### config.mk
export PLATFORM = sky130hd
export DESIGN_NAME = seg7_mux_driver
export DESIGN_NICKNAME = d
export VERILOG_FILES = /design/src/rtl/seg7_mux_driver.sv
export SDC_FILE = /design/constraint.sdc
export NUM_CORES = 1
export LEC_CHECK = 0
export CAP_MARGIN = 20
export CORE_ASPECT_RATIO = 0.5
export CORE_MARGIN = 4
export CORE_UTILIZATION = 45
export CTS_BUF_LIST = sky130_fd_sc_hd__clkbuf_16
export DETAILED_ROUTE_END_ITERATION = 10
export PLACE_DENSITY = 0.75
export REMOVE_ABC_BUFFERS = 1
export SLEW_MARGIN = 20
export SYNTH_ARGS = -nofsm -noshare
export SYNTH_HDL_FRONTEND = slang
export SYNTH_SLANG_ARGS = --single-unit
### constraint.sdc
create_clock -name clock -period 4.6 [get_ports clock]
set_clock_uncertainty 0.2 [all_clocks]
set_input_delay 1.15 -clock clock [delete_from_list [all_inputs] [get_ports clock]]
set_output_delay 1.15 -clock clock [all_outputs]
set_load 0.03 [all_outputs]
### src/rtl/seg7_mux_driver.sv
`default_nettype none
// ============================================================================
// Module   : seg7_mux_driver
// Brief    : Time-multiplexed hex 7-segment driver with blanking, leading-zero
//            suppression and frame-synchronous (tear-free) display updates.
// Revision : 1.0
// ============================================================================
module seg7_mux_driver #(
  parameter int NUM_DIGITS     = 8,
  parameter int REFRESH_DIV    = 100000,
  parameter int BLANK_CYCLES   = 16,
  parameter bit SEG_ACTIVE_LOW = 1'b1,
  parameter bit AN_ACTIVE_LOW  = 1'b1
) (
  input  logic                      clock,
  input  logic                      reset,
  input  logic [4*NUM_DIGITS-1:0]   value,
  input  logic [NUM_DIGITS-1:0]     dp,
  input  logic [NUM_DIGITS-1:0]     digit_en,
  input  logic                      lz_blank,
  input  logic                      load,
  output logic [6:0]                seg,
  output logic                      dp_out,
  output logic [NUM_DIGITS-1:0]     anode,
  output logic                      frame_done
);

  localparam int CNT_W = (REFRESH_DIV > 1) ? $clog2(REFRESH_DIV) : 1;
  localparam int IDX_W = (NUM_DIGITS > 1) ? $clog2(NUM_DIGITS) : 1;

  localparam logic [6:0]            c_seg_off = SEG_ACTIVE_LOW ? 7'h7F : 7'h00;
  localparam logic                  c_dp_off  = SEG_ACTIVE_LOW;
  localparam logic [NUM_DIGITS-1:0] c_an_off  = AN_ACTIVE_LOW ? {NUM_DIGITS{1'b1}} : {NUM_DIGITS{1'b0}};
  localparam logic [NUM_DIGITS-1:0] c_one     = {{(NUM_DIGITS-1){1'b0}}, 1'b1};
  localparam logic [CNT_W-1:0]      c_cnt_tc  = CNT_W'(REFRESH_DIV - 1);
  localparam logic [IDX_W-1:0]      c_idx_tc  = IDX_W'(NUM_DIGITS - 1);

  logic [CNT_W-1:0]        r_cnt;
  logic [IDX_W-1:0]        r_idx;
  logic [4*NUM_DIGITS-1:0] r_pend_value;
  logic [NUM_DIGITS-1:0]   r_pend_dp;
  logic [NUM_DIGITS-1:0]   r_pend_en;
  logic                    r_pend_valid;
  logic [4*NUM_DIGITS-1:0] r_sh_value;
  logic [NUM_DIGITS-1:0]   r_sh_dp;
  logic [NUM_DIGITS-1:0]   r_sh_en;
  logic [6:0]              r_seg;
  logic                    r_dp_out;
  logic [NUM_DIGITS-1:0]   r_anode;

  logic                    w_cnt_tc;
  logic                    w_idx_tc;
  logic                    w_frame;
  logic                    w_blank;
  logic                    w_all_zero;
  logic [NUM_DIGITS-1:0]   w_lz;
  logic [3:0]              w_nib;
  logic                    w_lit;
  logic [6:0]              w_pat;
  logic [NUM_DIGITS-1:0]   w_sel;

  function automatic logic [6:0] f_decode(input logic [3:0] n);
    logic [6:0] p;
    case (n)
      4'h0: p = 7'b1111110;
      4'h1: p = 7'b0110000;
      4'h2: p = 7'b1101101;
      4'h3: p = 7'b1111001;
      4'h4: p = 7'b0110011;
      4'h5: p = 7'b1011011;
      4'h6: p = 7'b1011111;
      4'h7: p = 7'b1110000;
      4'h8: p = 7'b1111111;
      4'h9: p = 7'b1111011;
      4'hA: p = 7'b1110111;
      4'hB: p = 7'b0011111;
      4'hC: p = 7'b1001110;
      4'hD: p = 7'b0111101;
      4'hE: p = 7'b1001111;
      default: p = 7'b1000111;
    endcase
    return p;
  endfunction

  assign w_cnt_tc   = (r_cnt == c_cnt_tc);
  assign w_idx_tc   = (r_idx == c_idx_tc);
  assign w_frame    = w_cnt_tc & w_idx_tc;
  assign frame_done = w_frame;

  generate
    if (BLANK_CYCLES > 0) begin : g_blank
      assign w_blank = (r_cnt < CNT_W'(BLANK_CYCLES));
    end else begin : g_no_blank
      assign w_blank = 1'b0;
    end
  endgenerate

  // Walk from the most significant digit down; digit 0 is never suppressed.
  always_comb begin
    w_all_zero = 1'b1;
    w_lz       = '0;
    for (int i = NUM_DIGITS - 1; i >= 1; i--) begin
      w_all_zero = w_all_zero & (r_sh_value[4*i +: 4] == 4'h0);
      w_lz[i]    = lz_blank & w_all_zero;
    end
  end

  assign w_nib = r_sh_value[{r_idx, 2'b00} +: 4];
  assign w_lit = r_sh_en[r_idx] & ~w_lz[r_idx];
  assign w_pat = w_lit ? f_decode(w_nib) : 7'h00;
  assign w_sel = (w_lit & ~w_blank) ? (c_one << r_idx) : '0;

  always_ff @(posedge clock or negedge reset) begin
    if (!reset) begin
      r_cnt <= '0;
      r_idx <= '0;
    end else if (w_cnt_tc) begin
      r_cnt <= '0;
      r_idx <= w_idx_tc ? '0 : r_idx + IDX_W'(1);
    end else begin
      r_cnt <= r_cnt + CNT_W'(1);
    end
  end

  // A load in the boundary cycle is forwarded straight into the shadow.
  always_ff @(posedge clock or negedge reset) begin
    if (!reset) begin
      r_pend_value <= '0;
      r_pend_dp    <= '0;
      r_pend_en    <= '0;
      r_pend_valid <= 1'b0;
      r_sh_value   <= '0;
      r_sh_dp      <= '0;
      r_sh_en      <= '0;
    end else begin
      if (load) begin
        r_pend_value <= value;
        r_pend_dp    <= dp;
        r_pend_en    <= digit_en;
      end
      if (w_frame) begin
        r_pend_valid <= 1'b0;
        if (load) begin
          r_sh_value <= value;
          r_sh_dp    <= dp;
          r_sh_en    <= digit_en;
        end else if (r_pend_valid) begin
          r_sh_value <= r_pend_value;
          r_sh_dp    <= r_pend_dp;
          r_sh_en    <= r_pend_en;
        end
      end else if (load) begin
        r_pend_valid <= 1'b1;
      end
    end
  end

  always_ff @(posedge clock or negedge reset) begin
    if (!reset) begin
      r_seg    <= c_seg_off;
      r_dp_out <= c_dp_off;
      r_anode  <= c_an_off;
    end else begin
      r_seg    <= SEG_ACTIVE_LOW ? ~w_pat : w_pat;
      r_dp_out <= SEG_ACTIVE_LOW ? ~(w_lit & r_sh_dp[r_idx]) : (w_lit & r_sh_dp[r_idx]);
      r_anode  <= AN_ACTIVE_LOW ? ~w_sel : w_sel;
    end
  end

  assign seg    = r_seg;
  assign dp_out = r_dp_out;
  assign anode  = r_anode;

endmodule
`default_nettype wire

==> flow_summary.yaml, run 1 <==
power_and_ir_drop:
  p_per_area_nw_per_um2: 349
  irDropWorstVdd_v: 0.000218
  p_leak_uw: 0.00332
  total_power_uw: 2530
layout:
  diodes: 0
  final_area_um2: 7250
  final_common_cell: "dfrtp_1"
  area_growth_pct: 22.7
  multiInputGateArea_um2: 2420
  regArea_um2: 3350
  layout.cells.non_filler: 665
  final_cell_mix: "dfrtp_1, mux2_2, clkdlybuf4s50_1, mux2_4"
  final_core_util_pct: 56.8
  drive_gt1_share_pct: 32.7
  n_fill_cell: 1010
  final_nets: 550
grt:
  first_global_vias: 3740
  grt_pass1_wl_um: 19100
  grtUsageTotal_pct: 16.2
  grt_overflow_total: 0
  antenna_found_initial: 0
  grt_max_degree: 101
setup_path:
  path_max_fanout: 17
  cp.arrival_ps: 2610
  worstPathRequired_ps: 3250
  worstSetupEndpointType: "primary output"
  crit_type: "reg -> out"
  setup.worst_path.start_class: "flop"
drt:
  vias_per_cell: 5.26
  wl_per_cell_um: 17.4
  drt_pass1_iterations: 4
  via_count: 3500
  drtIter0Drc: 213
  antenna_left: 0
  drc: 0
  wl_um: 11600
placement:
  placed_area_um2: 6740
  gp_congestion: 0.757
  dp_hpwl_um: 7870
  port-buffer-count: 68
  placed_cells: 636
floorplanning:
  die_h_um: 89.1
  dieArea_um2: 15100
  row_count: 29
  coreArea_um2: 12800
  fp.dieW_um: 170
  io_pins: 69
  start_util_pct: 46.3
timing:
  rsz0062_at_grt: "no"
  final_hold_viol_count: 0
  maxSlewViolCount: 0
  post-route-min-period_ps: 3960
  fin_setup_tns_ps: 0
  worst_pin_slew_ps: 946
  finalCritPeriodShare_pct: 86.2
  setup_viol: 0
  fmaxAchievable_ghz: 0.252
  slew-limit-headroom_pct: 36.9
cts:
  cts_tree: "done"
  hold_buffers: 0
  cts_setup_buffers: 0
  insertion_delay_ps: 400
  cts.sinks: 133
  clkTransAtPathRegs_ps: 60
  numCtsBuffers: 17
  ctsResizeCount: 0
  clockBufferDepth: 2
  cts_htree_levels: 4
  clock-root-buffer: "clkbuf_16"
logic_synthesis:
  yosysUniqueCellTypes: 47
  ys.warnings.count: 0
  async_flop_share_pct: 100
  ys.flop_type: "dfrtp_1"
  yosysSeqAreaShare_pct: 56.6
  synth-edff-count: 0
  syn_area_um2: 5910
  avgSynthCellArea_um2: 14.3
  syn_inst: 414
  ys_ff_latch: 133
run:
  maxCapViolCount: 0
outcome:
  status: "completed"
min_path:
  hold_path.class: "reg -> reg"
[critical path, stage by stage (launching register included)]
cell	delay, ps
dfrtp_1	390
ha_1	220
and4_4	260
nand2_2	70
nor3_4	180
buf_4	230
and2_1	180
clkdlybuf4s50_1	670
[cells by family after synthesis]
kind of cell / count (synthesis) / synth area share (%)
compound gates: 27 / 2.88
xor+xnor: 14 / 2.07
fa+ha+maj: 13 / 2.75
buf+inv: 29 / 2.60
flops: 133 / 56.6
mux: 117 / 25.7
simple gates: 81 / 7.32
[sequential cells by signal, summed over array words and instances, names as in the netlist]
register and flops:
anode 8, dp_out 1, r_cnt 17, r_idx 3
r_pend_dp 8, r_pend_en 8, r_pend_valid 1, r_pend_value 32
r_sh_dp 8, r_sh_en 8, r_sh_value 32, seg 7
[area by class of cell]
type                            count  share of cell area (%)
Clock buffer                       17                    5.87
Clock inverter                     12                    1.07
Inverter                            6                   0.311
Multi-Input combinational cell    252                    33.3
Sequential cell                   133                    46.2
Tap cell                          170                    2.93
Timing Repair Buffer               75                    10.4
[power by group]
group | internal (uW) | leakage, uW | switching, uW
logic | 78.5 | 0.00138 | 59.8
clock network | 714 | 0.000259 | 453
registers | 1210 | 0.00167 | 10.3
total | 2010 | 0.00332 | 523
[routing by layer]
metal	GRT usage [%]	share of wire (%)	wire (um)	vias up
met5	0	0	0	-
met4	6.09	1.7	195	0
met3	4.55	5.0	582	17
met2	25.4	46	5290	84
met1	21.9	48	5490	1766
li1	-	-	-	1633
[through the flow]
stage                     worst slack (ps)  hold WS [ps]
after floorplan                       1480           243
after global placement                1100           266
after detailed placement              1070           273
after CTS                              617           289
after global routing                   503           302
final                                  637           285
[final timing paths]
path	from	endpoint	slack, ps	depth (start not counted)
setup / recovery	r_cnt[0]	frame_done	640	7
hold / removal	r_cnt[11]	r_cnt[11]	290	1
setup reg to reg	r_idx[0]	seg[3]	1520	8
hold reg to reg	r_cnt[11]	r_cnt[11]	290	1
max in group asynchronous	reset	seg[0]	2810	2
min in group asynchronous	reset	r_pend_value[14]	500	1
[cell usage after synthesis (5+ instances only)]
cell type	number	area, um2
nor4_1	7	43.8
xnor2_1	7	61.3
o21ai_0	9	45.0
nand3_1	9	45.0
mux2i_1	7	70.1
clkbuf_1	8	30.0
and3_1	5	31.3
nand2_1	17	63.8
ha_1	13	163
dfstp_2	16	420
mux2_2	77	867
buf_2	6	30.0
nor2_1	16	60.1
inv_1	5	18.8
dfrtp_1	117	2930
xor2_1	7	61.3
mux4_2	12	270
mux2_4	20	300
nand4_1	11	68.8
Power figures use the tool's default switching activity.
==> run 2, diff against run 1 <==
--- a/config.mk
+++ b/config.mk
@@ -6,7 +6,7 @@
 export NUM_CORES = 1
 export LEC_CHECK = 0
 export CAP_MARGIN = 20
-export CORE_ASPECT_RATIO = 0.5
+export CORE_ASPECT_RATIO = 0.9
 export CORE_MARGIN = 4
 export CORE_UTILIZATION = 45
 export CTS_BUF_LIST = sky130_fd_sc_hd__clkbuf_16
==> run 2 against run 1 <==
Compared with the run above:
- maximum frequency is 0.43% lower
- worst hold slack better by 5.4 ps
- first-iteration DRC count did not move
- register-to-register slack gained 140 ps
- global-route usage grew 0.54 points
- sequential power is essentially flat
- combinational power barely moved
- highest routed layer unchanged
==> flow_summary.yaml, run 2 (synthesis gave the netlist of run 1 again) <==
setup_path:
  path_cells: "ha_1 -> and4_4 -> nand2_2 -> nor3_4 -> buf_4 -> and2_1 -> clkdlybuf4s50_1"
  path_depth: 7
  r2r-start: "r_idx[0]"
  rr_worst_depth: 8
  crit_type: "reg -> out"
  max_stage_delay_ps: 670
  path_max_fanout: 17
  cp_slowest_cell: "clkdlybuf4s50_1"
  worstPathRequired_ps: 3250
  setup.worst_path.start_class: "flop"
  path_buf_inv: 2
  critical-path-top-delay-family: "buffers and inverters"
  cp.arrival_ps: 2630
  reg2reg_to: "seg[3]"
  regToRegSetupSlack_ps: 1660
  worstSetupEndpointType: "primary output"
grt:
  grtUsageTotal_pct: 16.7
  grt_max_degree: 72
  antenna_found_initial: 0
  grt_overflow_total: 0
  grt_pass1_wl_um: 19200
  first_global_vias: 3733
cts:
  cts.sinks: 133
  numCtsBuffers: 17
  insertion_delay_ps: 410
  clock-root-buffer: "clkbuf_16"
  ctsResizeCount: 0
  cts_setup_buffers: 0
  cts_tree: "done"
  cts_htree_levels: 4
  hold_buffers: 0
  clkTransAtPathRegs_ps: 50
  clockBufferDepth: 2
power_and_ir_drop:
  irDropWorstVdd_v: 0.000232
  p_int_uw: 2070
  p_comb_share_pct: 5.4
  switchingPower_uw: 542
  pwr-share-clk_pct: 47.8
  p_leak_uw: 0.00333
  seq_power_share_pct: 46.8
  p_per_area_nw_per_um2: 360
  swShare_pct: 20.7
  total_power_uw: 2610
layout:
  area_growth_pct: 22.9
  final_nets: 549
  largestRegisters: "r_pend_value: 32 flops, r_sh_value: 32 flops, r_cnt: 17 flops"
  final_cell_mix: "dfrtp_1, mux2_2, clkdlybuf4s50_1, mux2_4"
  final_core_util_pct: 56.8
  regArea_um2: 3350
  diodes: 0
  drive_gt1_share_pct: 33.0
  n_fill_cell: 1009
  final_common_cell: "dfrtp_1"
  multiInputGateArea_um2: 2410
drt:
  wl_per_cell_um: 17.3
  highest_layer: "met4"
  dr_wl_met3_um: 384
  drc: 0
  vias_per_cell: 5.28
  wl_um: 11400
  wirelength_met1_um: 5410
  drtIter0Drc: 213
  drt_pass1_iterations: 4
  antenna_left: 0
  via_count: 3490
  wl_met2_um: 5380
placement:
  port-buffer-count: 68
  gp_congestion: 0.792
  dp_hpwl_um: 7780
  place_ws_ps: 1050
outcome:
  status: "completed"
floorplanning:
  dieArea_um2: 15000
  die_h_um: 117
  coreArea_um2: 12800
  io_pins: 69
  fp.dieW_um: 129
  row_count: 39
  start_util_pct: 46.2
timing:
  maxSlewViolCount: 0
  finalCritPeriodShare_pct: 86.5
  slew-limit-headroom_pct: 28.1
  post-route-min-period_ps: 3980
  final_hold_viol_count: 0
  fmaxAchievable_ghz: 0.251
  rsz0062_at_grt: "no"
  fin_setup_tns_ps: 0
  worst_pin_slew_ps: 1070
  worst_slack_ps: 620
  setup_viol: 0
min_path:
  worstHoldStart: "r_pend_en[2]"
  hold_path.class: "reg -> reg"
  holdPathEnd: "r_pend_en[2]"
  hold_depth: 1
run:
  maxCapViolCount: 0
==> run 2: changes by cell type in the layout (fill, tap and decap cells not counted) <==
cell        change
a31oi_1         +1
a31oi_2         -1
buf_12          -1
bufinv_16       +1
clkinv_1        -1
clkinv_2        +1
clkinv_4        +1
clkinvlp_4      +1
==> run 2: worst reg2reg max path, cell delays in order (launching register included) <==
cell	delay [ps]
dfrtp_1	350
buf_4	300
mux4_2	540
mux2i_1	530
inv_1	160
ha_1	290
mux2_2	270
nor2_1	80
o22ai_1	100
==> run 2: layout make-up <==
type                       count  area share, %
sequential                   133           46.1
clock buffer                  17           5.85
clock inverter                15           1.72
multi-input combinational    252           33.2
tap                          164           2.82
timing repair buffer          74           10.1
inverter                       6          0.310
==> run 2: how the worst max path moves through the flow <==
stage	startpoint	endpoint	slack, ps
6_report	r_cnt[0]	frame_done	620
5_1_grt	r_cnt[0]	frame_done	420
4_1_cts	r_cnt[0]	frame_done	590
3_5_place_dp	r_cnt[0]	frame_done	1050
3_3_place_gp	r_cnt[0]	frame_done	1130
2_1_floorplan	r_cnt[0]	r_sh_value[10]	1480
==> run 2: per-stage QoR <==
stage | area, um2 | hold slack, ps | instances
5_1_grt | 7270 | 308 | 661
4_1_cts | 7270 | 296 | 661
6_report | 7270 | 291 | 661
3_5_place_dp | 6720 | 282 | 629
2_1_floorplan | 5780 | 243 | 391
3_3_place_gp | 6720 | 265 | 629
==> run 2: routing by layer <==
| layer | up-vias | track usage (%) |
|---|---|---|
| li1 | 1636 | - |
| met1 | 1758 | 23.0 |
| met2 | 78 | 25.2 |
| met3 | 18 | 4.62 |
| met4 | 0 | 7.07 |
| met5 | - | 0 |
==> run 2: power groups by stage <==
stage	clock network [uW]	registers [uW]	logic [uW]
floorplan	0	1240	53.6
global placement	0	1240	141
detailed placement	0	1240	143
CTS	1270	1220	145
global route	1330	1230	157
finish	1250	1220	141
